===== config.mk =====
export PLATFORM = sky130hd
export DESIGN_NAME = fp_mant_div_nr
export DESIGN_NICKNAME = d
export VERILOG_FILES = /design/src/rtl/fp_mant_div_nr.sv
export SDC_FILE = /design/constraint.sdc
export NUM_CORES = 1
export LEC_CHECK = 0
export BUFFER_PORTS_ARGS = -buffer_cell sky130_fd_sc_hd__buf_2
export CORE_MARGIN = 3
export CORE_UTILIZATION = 25
export CTS_BUF_LIST = sky130_fd_sc_hd__clkbuf_8
export CTS_CLUSTER_DIAMETER = 120
export DETAILED_ROUTE_END_ITERATION = 8
export GPL_ROUTABILITY_DRIVEN = 0
export PLACE_DENSITY = 0.49
export SLEW_MARGIN = 20
export SYNTH_ARGS = -nofsm -noshare
export SYNTH_HDL_FRONTEND = slang
export SYNTH_SLANG_ARGS = --single-unit

===== constraint.sdc =====
create_clock -name clk -period 8.14 [get_ports clk]
set_input_delay 0.814 -clock clk [delete_from_list [all_inputs] [get_ports clk]]
set_output_delay 0.814 -clock clk [all_outputs]
set_load 0.01 [all_outputs]

===== src/rtl/fp_mant_div_nr.sv =====
// Sequential non-restoring mantissa divider: q = floor(a*2^(QW-1)/b) plus sticky,
// one quotient bit per cycle from a 27-bit add/subtract of the partial remainder.
module fp_mant_div_nr #(
   parameter int MW = 24,
   parameter int QW = 26
) (
   input  logic          clk,
   input  logic          rst_n,
   input  logic          start,
   input  logic [MW-1:0] a,
   input  logic [MW-1:0] b,
   output logic          busy,
   output logic          done,
   output logic [QW-1:0] q,
   output logic          sticky,
   output logic          dz
);

   localparam int RW = MW + 3;
   localparam int CW = $clog2(QW);

   typedef enum logic [1:0] {
      S_IDLE,
      S_ITER,
      S_FIX,
      S_DONE
   } state_t;

   state_t        state_q, state_d;
   logic [RW-1:0] r_q, r_d;
   logic [MW-1:0] b_q, b_d;
   logic [CW-1:0] cnt_q, cnt_d;
   logic [QW-1:0] q_q, q_d;
   logic          sticky_q, sticky_d;
   logic          dz_q, dz_d;
   logic          busy_q, busy_d;
   logic          done_q, done_d;

   logic [RW-1:0] b_ext;
   logic [RW-1:0] r_shl;
   logic [RW-1:0] r_step;
   logic [RW-1:0] r_fix;
   logic [RW-1:0] r_init;
   logic          accept;

   // Remainder is two's complement; the divisor is always non-negative.
   assign b_ext  = {{(RW-MW){1'b0}}, b_q};
   assign r_shl  = {r_q[RW-2:0], 1'b0};
   assign r_step = r_q[RW-1] ? (r_shl + b_ext) : (r_shl - b_ext);
   assign r_fix  = r_q[RW-1] ? (r_q + b_ext) : r_q;
   assign r_init = {{(RW-MW){1'b0}}, a} - {{(RW-MW){1'b0}}, b};
   assign accept = start && ((state_q == S_IDLE) || (state_q == S_DONE));

   always_comb begin
      // NOTE: every signal gets a default first so no path through this block infers a latch.
      state_d  = state_q;
      r_d      = r_q;
      b_d      = b_q;
      cnt_d    = cnt_q;
      q_d      = q_q;
      sticky_d = sticky_q;
      dz_d     = dz_q;
      busy_d   = busy_q;
      done_d   = 1'b0;

      case (state_q)
         S_IDLE, S_DONE: begin
            state_d = S_IDLE;
            busy_d  = 1'b0;
         end
         S_ITER: begin
            r_d        = r_step;
            q_d[cnt_q] = ~r_step[RW-1];
            if (cnt_q == '0) begin
               state_d = S_FIX;
            end else begin
               cnt_d = cnt_q - CW'(1);
            end
         end
         S_FIX: begin
            r_d      = r_fix;
            sticky_d = |r_fix;
            busy_d   = 1'b0;
            done_d   = 1'b1;
            state_d  = S_DONE;
         end
         default: begin
            state_d = S_IDLE;
         end
      endcase

      if (accept) begin
         busy_d   = 1'b1;
         sticky_d = 1'b0;
         cnt_d    = CW'(QW - 2);
         if (b == '0) begin
            // Zero divisor passes through FIX with R=0 so done lands one edge after accept.
            state_d = S_FIX;
            r_d     = '0;
            b_d     = '0;
            q_d     = '1;
            dz_d    = 1'b1;
         end else begin
            state_d       = S_ITER;
            r_d           = r_init;
            b_d           = b;
            q_d           = '0;
            q_d[QW-1]     = ~r_init[RW-1];
            dz_d          = 1'b0;
         end
      end
   end

   // NOTE: state registers use non-blocking assignments so every flop samples pre-edge values.
   always_ff @(posedge clk or negedge rst_n) begin
      if (!rst_n) begin
         state_q  <= S_IDLE;
         r_q      <= '0;
         b_q      <= '0;
         cnt_q    <= '0;
         q_q      <= '0;
         sticky_q <= 1'b0;
         dz_q     <= 1'b0;
         busy_q   <= 1'b0;
         done_q   <= 1'b0;
      end else begin
         state_q  <= state_d;
         r_q      <= r_d;
         b_q      <= b_d;
         cnt_q    <= cnt_d;
         q_q      <= q_d;
         sticky_q <= sticky_d;
         dz_q     <= dz_d;
         busy_q   <= busy_d;
         done_q   <= done_d;
      end
   end

   assign busy   = busy_q;
   assign done   = done_q;
   assign q      = q_q;
   assign sticky = sticky_q;
   assign dz     = dz_q;

endmodule

==> flow_metrics.py <==
metrics = {
    "status": {
        "status": "finished, final reports clean",
    },
    "worst_setup_path": {
        "r2r_slack_ps": 4260,
        "critPathArrivalTime_ps": 4170,
        "path_max_fanout": 5,
        "r2r-start": "b_q[1]",
        "slowest_delay_ps": 770,
        "r2r-end": "r_q[19]",
        "worstPathRequired_ps": 8420,
        "crit_path_end_kind": "register",
        "path_cells": "ha_1, inv_1, fa_1, nor2_1, o21ai_0, a2111oi_0, o41ai_1, o31ai_1, a31oi_1, o311ai_0, xor2_1, a21oi_1, o22a_1",
        "critPathKind": "reg -> reg",
        "start_kind": "register",
        "r2r_cells": 13,
        "crit_slowest_cell": "a2111oi_0",
    },
    "routing": {
        "vias": 9632,
        "wl_per_cell_um": 19.0,
        "finalWirelength_mm": 34.4,
        "first_iter_violations": 858,
        "vias_per_cell": 5.32,
        "drt_pass1_iterations": 6,
        "ant_nets": 0,
        "drc": 0,
    },
    "timing": {
        "tightest_slew_ps": 974,
        "rsz0062_at_grt": "false",
        "tns_ps": 0,
        "min_period_ps": 3880,
        "maxSlewViolCount": 0,
        "fin_skew_ps": 15.0,
        "setup_viol": 0,
        "hold_viol": 0,
        "period_share_pct": 47.7,
        "relSlewSlack_pct": 35.1,
        "fmax_ghz": 0.257,
    },
    "synthesis": {
        "syn_nets": 1419,
        "synthTopCellsByArea": "dfrtp_1 (23%), ha_1 (13%), o21ai_0 (7.3%), a21oi_1 (5.6%), nor2_1 (4.0%)",
        "yosysTopAreaCell": "dfrtp_1",
        "synth_seq_cells": 88,
        "yosysWarnings": 0,
        "seq_area_frac_synth_pct": 22.7,
        "ys_types": 81,
        "ys.flop_type": "dfrtp_1",
        "synth.top_cells.by_count": "o21ai_0 (141), a21oi_1 (109), nor2_1 (104)",
        "netlist_area_sq_um": 9700,
        "syn-instance-count": 1263,
        "yosysMostFrequentCell": "o21ai_0",
        "async_flop_share_pct": 100,
        "yosys.area.top_type_share_pct": 22.7,
        "synth.avg_cell_area_sq_um": 7.68,
        "synth_enable_flop_cells": 0,
    },
    "grt": {
        "grt.overflow.total": 0,
        "use_met2_pct": 26.9,
        "grt_first_pass_wirelength_mm": 54.1,
        "antenna_found_initial": 1,
        "grtUsageMet1_pct": 22.5,
        "grt_start_max_net_pins": 70,
        "grt-busiest-layer": "met2",
        "use_met3_pct": 2.23,
        "track_usage_pct": 16.4,
        "grt_pass1_vias": 9462,
    },
    "floorplanning": {
        "pin_count": 81,
        "start_util_pct": 25.6,
        "dieHeight_um": 203,
        "die-width_um": 203,
        "coreArea_sq_um": 37900,
        "die-area_sq_um": 41200,
        "num_rows": 71,
    },
    "run": {
        "drv_cap": 0,
    },
    "cts": {
        "path_clk_slew_ps": 100,
        "clockBufferDepth": 2,
        "cts_repair_resize_count": 0,
        "htreeDepth": 3,
        "worstSkewPairLatency_ps": 390,
        "cts_hold_buf": 0,
        "root_buffer": "clkbuf_8",
        "clock_sinks": 88,
        "post_cts_buffers": 0,
        "cts_made_buffers": 9,
        "cts_tree": "done",
    },
    "final_layout": {
        "drive_gt1_share_pct": 10.6,
        "area_growth_pct": 10.2,
        "diodes": 0,
        "nets": 1450,
    },
    "placement": {
        "place_hpwl_mm": 26.2,
        "port_buffers": 80,
    },
    "worst_hold_path": {
        "hold_class": "in -> async",
    },
}
==> how the worst max path moves through the flow <==
stage / slack (ps) / cells after the start / to / start
global route: 4050 / 13 / r_q[15] / b_q[1]
finish: 4260 / 13 / r_q[19] / b_q[1]
detailed placement: 4260 / 12 / sticky / b_q[0]
CTS: 4230 / 12 / sticky / b_q[0]
floorplan: 4720 / 14 / r_q[26] / a[0]
global placement: 4300 / 15 / r_q[26] / a[0]
==> cells by family (layout without fill, tap and decap cells) <==
kind of cell / count (synthesis) / after routing / synth area share (%)
DFF: 88 / 88 / 22.7
buffers and inverters: 167 / 203 / 7.23
xor gates and xnor gates: 60 / 60 / 5.49
muxes: 13 / 13 / 1.50
and+or+nand+nor: 367 / 367 / 18.7
adders and majority gates: 105 / 105 / 13.8
AOI/OAI and AO/OA: 463 / 463 / 30.6
==> critical path, delay by kind of cell, from the launching register on <==
family	cells	cell delay, ps
simple gates	1	150
buf+inv	1	50
xor+xnor	1	190
fa+ha+maj	2	590
compound gates	8	2310
flops	1	490
==> cell type report <==
type	count	area (sq um)
fill	4160	27200
timing repair buffer	89	470
sequential	88	2200
tap	511	639
clock inverter	5	56.3
inverter	98	368
multi-input combinational	1008	6800
clock buffer	11	151
==> registers in the layout, summed over array words and instances, names as in the netlist <==
name and count:
done 1, state_q 2, cnt_q 5, sticky 1, q 26, busy 1, b_q 24, dz 1
r_q 27
==> metrics by stage <==
step                      setup slack, ps  instances  hold WS (ps)  cell area (sq um)  utilization (%)
after global placement               4300       1794           461              10500             27.6
after global routing                 4050       1810           300              10700             28.2
after CTS                            4230       1810           296              10700             28.2
after detailed placement             4260       1794           470              10500             27.6
after floorplan                      4720       1263           509               9700                -
final                                4260       1810           313              10700             28.2
==> layer usage <==
metal	vias to the layer above	wire length (um)
met1	4586	15800
met5	-	9
met3	48	2060
met2	329	15700
met4	2	799
li1	4667	-
==> cell usage in the layout (no fill, tap or decap), types with 8 or more instances in the layout <==
| cell | netlist | final |
|---|---|---|
| o21ai_0 | 141 | 141 |
| a21oi_1 | 109 | 109 |
| nor2_1 | 104 | 104 |
| ha_1 | 101 | 101 |
| inv_1 | 97 | 98 |
| dfrtp_1 | 88 | 87 |
| nand2_1 | 81 | 81 |
| buf_2 | 3 | 79 |
| nor3_1 | 44 | 44 |
| xnor2_1 | 44 | 44 |
| nand3_1 | 21 | 21 |
| a21o_1 | 20 | 20 |
| a31oi_1 | 20 | 20 |
| o211ai_1 | 19 | 19 |
| nor4_1 | 17 | 17 |
| or3_1 | 16 | 16 |
| o21a_1 | 15 | 15 |
| xor2_1 | 15 | 15 |
| nand2b_1 | 13 | 13 |
| o22ai_1 | 12 | 12 |
| nor2b_1 | 11 | 11 |
| nand4_1 | 11 | 11 |
| a211oi_1 | 11 | 11 |
| o31ai_1 | 11 | 11 |
| clkbuf_8 | 0 | 11 |
| a221oi_1 | 10 | 10 |
| mux2i_1 | 10 | 10 |
| buf_4 | 3 | 10 |
| and3_1 | 8 | 8 |
| a211o_1 | 8 | 8 |
Power is left out: the tool's default activity adds up to more than one toggle a clock period on the data nets, which glitch-free logic cannot reach.
